`src/rtl/mux4_rr_arbiter.sv`:
```
// Round-robin arbiter that owns the select of a shared 4:1 mux, with a bounded hold time per owner.
// Optional build macro MUX_ARB_PRIO0_EN makes requester 0 urgent (wins in idle, preempts other owners).
module mux4_rr_arbiter #(
    parameter int MAX_HOLD = 8,
    parameter int CNT_W    = 4
) (
    input  logic             clk,
    input  logic             rst_n,
    input  logic [3:0]       req,
    output logic [3:0]       grant,
    output logic [1:0]       sel,
    output logic             busy,
    output logic [CNT_W-1:0] hold_cnt
);

    localparam logic [0:0]       ST_IDLE    = 1'b0;
    localparam logic [0:0]       ST_GRANT   = 1'b1;
    localparam logic [CNT_W-1:0] MAX_HOLD_C = CNT_W'(MAX_HOLD);
    localparam logic [CNT_W-1:0] CNT_ONE    = {{(CNT_W-1){1'b0}}, 1'b1};
    localparam logic [CNT_W-1:0] CNT_ZERO   = {CNT_W{1'b0}};

    // First set request strictly after 'last', wrapping 3->0; 'last' itself is checked last.
    function automatic logic [1:0] rr_pick(input logic [1:0] last, input logic [3:0] r);
        logic [1:0] idx;
        logic [1:0] pick;
        logic       found;
        pick  = last;
        found = 1'b0;
        for (int i = 1; i <= 4; i++) begin
            idx = last + 2'(i);
            if (!found && r[idx]) begin
                pick  = idx;
                found = 1'b1;
            end else begin
                found = found;
            end
        end
        return pick;
    endfunction

    function automatic logic [3:0] onehot(input logic [1:0] idx);
        return 4'b0001 << idx;
    endfunction

    logic [0:0]       state_r,  state_s;
    logic [3:0]       grant_r,  grant_s;
    logic [1:0]       sel_r,    sel_s;
    logic             busy_r,   busy_s;
    logic [CNT_W-1:0] cnt_r,    cnt_s;
    logic [1:0]       last_r,   last_s;
    logic [3:0]       others_s;
    logic [1:0]       win_s;

    assign others_s = req & ~onehot(sel_r);

    // Next-state decision: idle arbitration, release handover, hold-limit preemption.
    always_comb begin
        state_s = state_r;
        grant_s = grant_r;
        sel_s   = sel_r;
        busy_s  = busy_r;
        cnt_s   = cnt_r;
        last_s  = last_r;
        win_s   = sel_r;
        case (state_r)
            ST_IDLE: begin
                if (req != 4'b0000) begin
`ifdef MUX_ARB_PRIO0_EN
                    win_s = req[0] ? 2'd0 : rr_pick(last_r, req);
`else
                    win_s = rr_pick(last_r, req);
`endif
                    grant_s = onehot(win_s);
                    sel_s   = win_s;
                    busy_s  = 1'b1;
                    cnt_s   = CNT_ONE;
                    state_s = ST_GRANT;
                end else begin
                    grant_s = 4'b0000;
                    busy_s  = 1'b0;
                    cnt_s   = CNT_ZERO;
                end
            end
            ST_GRANT: begin
`ifdef MUX_ARB_PRIO0_EN
                // Urgent requester 0 takes over from any other owner, even on a same-cycle release.
                if ((sel_r != 2'd0) && req[0]) begin
                    last_s  = sel_r;
                    grant_s = 4'b0001;
                    sel_s   = 2'd0;
                    cnt_s   = CNT_ONE;
                end else
`endif
                if (!req[sel_r]) begin
                    last_s = sel_r;
                    if (req != 4'b0000) begin
                        win_s   = rr_pick(sel_r, req);
                        grant_s = onehot(win_s);
                        sel_s   = win_s;
                        cnt_s   = CNT_ONE;
                    end else begin
                        grant_s = 4'b0000;
                        busy_s  = 1'b0;
                        cnt_s   = CNT_ZERO;
                        state_s = ST_IDLE;
                    end
                end else if ((cnt_r == MAX_HOLD_C) && (others_s != 4'b0000)) begin
                    // Search only the others so the timed-out owner can never re-win.
                    last_s  = sel_r;
                    win_s   = rr_pick(sel_r, others_s);
                    grant_s = onehot(win_s);
                    sel_s   = win_s;
                    cnt_s   = CNT_ONE;
                end else begin
                    cnt_s = (cnt_r == MAX_HOLD_C) ? cnt_r : cnt_r + CNT_ONE;
                end
            end
            default: begin
                state_s = ST_IDLE;
                grant_s = 4'b0000;
                busy_s  = 1'b0;
                cnt_s   = CNT_ZERO;
            end
        endcase
    end

    // Arbitration state and registered outputs; last owner resets to 3 so requester 0 leads.
    always_ff @(posedge clk or negedge rst_n) begin
        if (!rst_n) begin
            state_r <= ST_IDLE;
            grant_r <= 4'b0000;
            sel_r   <= 2'd0;
            busy_r  <= 1'b0;
            cnt_r   <= CNT_ZERO;
            last_r  <= 2'd3;
        end else begin
            state_r <= state_s;
            grant_r <= grant_s;
            sel_r   <= sel_s;
            busy_r  <= busy_s;
            cnt_r   <= cnt_s;
            last_r  <= last_s;
        end
    end

    assign grant    = grant_r;
    assign sel      = sel_r;
    assign busy     = busy_r;
    assign hold_cnt = cnt_r;

endmodule

```
`config.mk`:
```
export PLATFORM = sky130hd
export DESIGN_NAME = mux4_rr_arbiter
export DESIGN_NICKNAME = d
export VERILOG_FILES = /design/src/rtl/mux4_rr_arbiter.sv
export SDC_FILE = /design/constraint.sdc
export NUM_CORES = 1
export LEC_CHECK = 0
export CORE_UTILIZATION = 40
export CTS_CLUSTER_DIAMETER = 200
export CTS_CLUSTER_SIZE = 40
export DETAILED_ROUTE_END_ITERATION = 10
export PLACE_DENSITY_LB_ADDON = 0.1
export SLEW_MARGIN = 20
export SYNTH_ARGS = -nofsm -noshare
export SYNTH_HDL_FRONTEND = slang
export SYNTH_SLANG_ARGS = --single-unit
```
`constraint.sdc`:
```
create_clock -name clk -period 2.95 [get_ports clk]
set_input_delay 0.59 -clock clk [delete_from_list [all_inputs] [get_ports clk]]
set_output_delay 0.59 -clock clk [all_outputs]
set_load 0.01 [all_outputs]
```
Word level (Yosys, flattened, before mapping)
Index checks and enable logic that the tools add are counted.
- bits in registers: 14
- bits of input ports: 6
- word-level logic and storage cells: 160
- $add $sub $neg: 7
- magnitude comparators: 8
- equal/unequal tests: 8
- shifts and indexed selects: 4
- mux-type cells: 100
- bitwise gates (word level): 3
- reductions and logical operators: 24
- operators with widths (cell ; number):
    $mux 2 ; 26
    $mux 1 ; 50
    $mux 4 ; 7
    $bmux 1 s2 ; 12
    $lt 2x3->1 const B ; 8
    $pmux 4 s2 ; 2
    $shl 1x2->4 const A ; 4
    $logic_and 1x1->1 ; 10
    $logic_not 1->1 ; 9
    $add 2x2->2 const B ; 4
    $reduce_bool 4->1 ; 2
    $ne 2x2->1 const B ; 3
    $add 2x1->2 const B ; 2
    $add 4x1->4 const B ; 1
    $and 4x4->4 ; 1
    $eq 4x4->1 const B ; 1
    $ne 4x4->1 const B ; 1
    $not 4->4 ; 1
    $pmux 1 s2 ; 2
    $pmux 2 s2 ; 1
    $reduce_and 2->1 ; 2
    $ne 3x1->1 const B ; 1
    $ne 3x2->1 const B ; 1
    $reduce_and 3->1 ; 1
    2 further kinds ; 2

Logic depth before layout (Yosys ltp)
- depth in word-level cells: 31
- gate-level depth with buffers: 10
- depth with buffers taken out: 8

Worst setup path after synthesis
OpenSTA, ideal clock, no wires.
- path type: register -> register
- from: register sel_r[1] (netlist: sel[1])
- to: register sel_r[0] (netlist: sel[0])
- arrival time: 2.701 ns
- required time: 2.820 ns
- path slack: 0.119 ns
- stages on the path, launching flop included: 10
- buffers on the path: 1
- clock period less this slack: 2.831 ns
- cell sequence: dfrtp_1 -> clkbuf_1 -> inv_1 -> ha_1 -> mux4_2 -> a311oi_2 -> a21oi_2 -> and2_1 -> a211oi_1 -> o31ai_2
- word-level cells in the longest chain between the ends: 30
- elaborated cells on any way between the ends: 81
- RTL lines (what ; RTL line ; RTL):
    start, declared ; 47 ; logic [1:0] sel_r, sel_s;
    start signal, assigned ; 139 ; sel_r <= sel_s;
    parallel branches: the longest is 30 deep, another holds $add 2x1->2 ; - ;
Several ways; the timed one is not identified. The select of a mux whose other input is x is not followed.
A chain may end at the register's enable or synchronous reset.

Worst setup path after layout
- from: input port req[0]
- to: register grant_r[2] (netlist: grant[2])
- word-level cells in the longest chain between the ends: 29
- elaborated cells on any way between the ends: 108
- RTL lines (what ; RTL line ; RTL):
    start, declared ; 9 ; input logic [3:0] req,
    $and 4x4->4 ; 54 ; assign others_s = req & ~onehot(sel_r);
    $bmux 1 s2 ; 31 ; if (!found && r[idx]) begin
    $mux 1 (not written as such) ; 31 ;
    $mux 1 ; 31 ;
    $mux 1 ; 107 ; end else if ((cnt_r == MAX_HOLD_C) && (others_s != 4'b0000)) begin
    $mux 1 ; 94 ; if (!req[sel_r]) begin
    $mux 1 ; 65 ; case (state_r)
    $logic_not 1->1 ; 31 ;
    [... 13 more ...] ; - ;
    $mux 2 ; 31 ;
    $mux 2 ; 107 ;
    $mux 2 ; 94 ;
    $mux 2 ; 65 ;
    $shl 1x2->4 ; 42 ; return 4'b0001 << idx;
    $mux 4 ; 107 ;
    $mux 4 ; 94 ;
    $pmux 4 s2 ; 65 ;
    end signal, assigned ; 138 ; grant_r <= grant_s;
    end, declared ; 46 ; logic [3:0] grant_r, grant_s;
Parallel ways exist; a longest one is shown, timed or not. The select of a mux whose other input is x is not followed.

==> results_dict.tcl <==
set metrics [dict create \
    outcome "complete, no violations" \
    synth_warnings 0 \
    cp-start-kind "input port" \
    grt_first_pass_wirelength_mm 5.26 \
    ys_top_cells_by_area "dfrtp_1 (23%), ha_1 (5.8%), mux4_2 (5.2%)" \
    dieWidth_um 58.8 \
    port_buffers 16 \
    path_clk_slew_ps 90 \
    drtIter0Drc 79 \
    skew_ps 1.18 \
    drc_errors 0 \
    ys_types 49 \
    hold_path_depth 1 \
    drv_slew 0 \
    rows 20 \
    synthCells 147 \
    vias 1231 \
    h-tree-depth 1 \
    finalHoldViolations 0 \
    synth_seq_cells 14 \
    syn_area_um2 1290 \
    crit_slowest_cell "mux4_2" \
    async_reset_ff_frac 1.00 \
    ir_drop_mv 0.478 \
    cts_setup_buffers 0 \
    crit_chain "clkdlybuf4s50_1 > mux4_2 > nand2b_1 > a31oi_1 > o32ai_2 > o32a_1 > o211ai_1" \
    ctsLongestPathBuffers 2 \
    drive_gt1_frac 0.199 \
    max_freq_mhz 387 \
    setup_viol 0 \
    netlist.top_cell.by_area "dfrtp_1" \
    critPathKind "input port to flop" \
    cts_resized 0 \
    seq_area_frac_synth 0.273 \
    root_buffer "clkbuf_4" \
    layout.nets 184 \
    period_needed_ps 2580 \
    totalWireLength_mm 3.08 \
    r2r-end "sel[0]$_DFFE_PN0P_" \
    r2r_setup_slack_ps 400 \
    area_growth_pct 22.4 \
    die_area_um2 3460 \
    hold_buffers 0 \
    cellPowerDensity_nw_per_um2 1170 \
    r2r_cells 8 \
    crit_fanout 11 \
    cts_tree "done" \
    grt.busiest_layer "met2" \
    worstMarginPinSlew_ps 675 \
    final_util 0.518 \
    core_um2 3050 \
    grt_use_met2 0.302 \
    synth-main-ff-cell "dfrtp_1" \
    cts.sinks 14 \
    vias_per_cell 5.73 \
    die_h_um 58.8 \
    met3_usage 0.0571 \
    start_util 0.423 \
    cp.arrival_ps 2790 \
    hp-class "flop to flop" \
    grt_pass1_vias 1144 \
    syn_nets 159 \
    insertion_delay_ps 280 \
    cts_buffers 3 \
    min_to "busy$_DFFE_PN0P_" \
    routedWlPerCell_um 14.3 \
    place.gp.congestion 1.04 \
    hp-start "busy$_DFFE_PN0P_" \
    grt_max_degree 19 \
    dpl.hpwl_mm 2.36 \
    grt_antenna_before_repair 0 \
    yosysTopAreaCellShare 0.233 \
    p_leak_nw 0.648 \
    drt_first_pass_iters 4 \
    max-slew-margin-rel 0.546 \
    diodes 0 \
    setup_tns_ps 0 \
    cpPeakStageDelay_ps 620 \
    endpoint_kind "flop" \
    io_pins 17 \
    maxCapViolCount 0 \
    fin_crit_sh 0.875 \
    worstPathRequired_ps 3150 \
    grt_use_total 0.197 \
    synth.avg_cell_area_um2 8.78 \
    rsz0062_at_grt "no" \
    drtAntennaViolNets 0 \
    use_met1 0.278 \
    grt-ovfl-total 0 \
    r2r_start "sel[0]$_DFFE_PN0P_" \
    synth_edf_count 0 \
]
layer usage:
metal	part of all wire	vias to the layer above
met2	0.47	40
li1	-	592
met4	0.0049	0
met3	0.058	4
met5	0	-
met1	0.47	595
power by group:
group	switching (mW)	total (mW)	internal [mW]	leakage, nW
combinational	0.705	1.36	0.650	0.461
sequential	0.0720	0.356	0.284	0.167
clock	0.0647	0.140	0.0752	0.0210
synth_stat cells (all sizes together) (2+ instances only):
library cell   n
mux4           3
a211oi         2
and2           2
o32ai          2
mux2           4
ha             6
o211ai         2
or3b           2
nand3b         4
nor3           3
a21oi          9
clkbuf         3
dfstp          2
nand2b         2
o22ai          2
mux2i          5
inv           10
a22oi          3
nand2         14
o21ai          5
nor2          10
nand3          6
nor2b          5
buf            6
o31ai          2
a31oi          3
dfrtp         12
worst max-delay path, delay by kind of cell:
kind / cells / cell delay [ps]
AO/OA/AOI/OAI: 4 / 800
multiplexers: 1 / 620
buffers and inverters: 1 / 590
AND/OR/NAND/NOR: 1 / 180
logic make-up after synthesis:
| family | after synthesis | synth area share |
|---|---|---|
| flops | 14 | 0.273 |
| compound gates | 40 | 0.234 |
| simple gates | 54 | 0.219 |
| mux | 12 | 0.126 |
| buf+inv | 19 | 0.0756 |
| fa+ha+maj | 6 | 0.0581 |
| xor+xnor | 2 | 0.0136 |
sequential cells by signal, indices dropped and copies added, names as in the netlist:
name and cells:
last_r 2, grant 4, busy 1, sel 2, hold_cnt 4, state_r 1
worst max-delay path by stage:
| stage | from | to | slack (ps) | depth (start not counted) |
|---|---|---|---|---|
| after floorplan | sel[1]$_DFFE_PN0P_ | sel[0]$_DFFE_PN0P_ | 120 | 9 |
| after global routing | req[0] | sel[0]$_DFFE_PN0P_ | 270 | 7 |
| after CTS | req[0] | grant[2]$_DFFE_PN0P_ | 390 | 7 |
| final | req[0] | grant[2]$_DFFE_PN0P_ | 370 | 7 |
| after global placement | req[0] | sel[0]$_DFFE_PN0P_ | 150 | 7 |
| after detailed placement | req[0] | grant[2]$_DFFE_PN0P_ | 110 | 7 |
metrics by stage:
stage	power, mW	std cells	hold WS (ps)	worst slack, ps	area, µm²
after global routing	2.01	215	519	266	1580
after global placement	1.68	211	467	149	1540
after CTS	1.85	215	493	393	1580
after floorplan	1.28	147	294	119	1290
final	1.85	215	491	369	1580
after detailed placement	1.70	211	473	114	1540
area by class of cell:
class                   instances  area [µm²]
inverters                      10        37.5
fillers                       298        1470
flip-flops and latches         14         353
well taps                      44        55.1
repair buffers                 29         258
multi-input cells             114         841
clock buffers                   4        36.3
layout by cell type (no fill, tap or decap), types with 2 or more instances in the layout:
cell type        instances
ha_1                     6
nand2b_1                 2
o21ai_0                  5
and2_1                   2
dfrtp_1                 12
a211oi_1                 2
clkbuf_4                 3
buf_4                   13
o211ai_1                 2
o22ai_1                  2
clkdlybuf4s50_1         16
mux4_2                   3
a31oi_1                  3
nand2_1                 14
or3b_2                   2
a22oi_1                  3
nand3_1                  6
mux2i_1                  5
a21oi_1                  8
nand3b_1                 4
nor2b_1                  5
dfstp_2                  2
mux2_2                   4
inv_1                   10
nor3_1                   3
nor2_1                  10
Note: power is estimated with default switching activity, not from simulation.
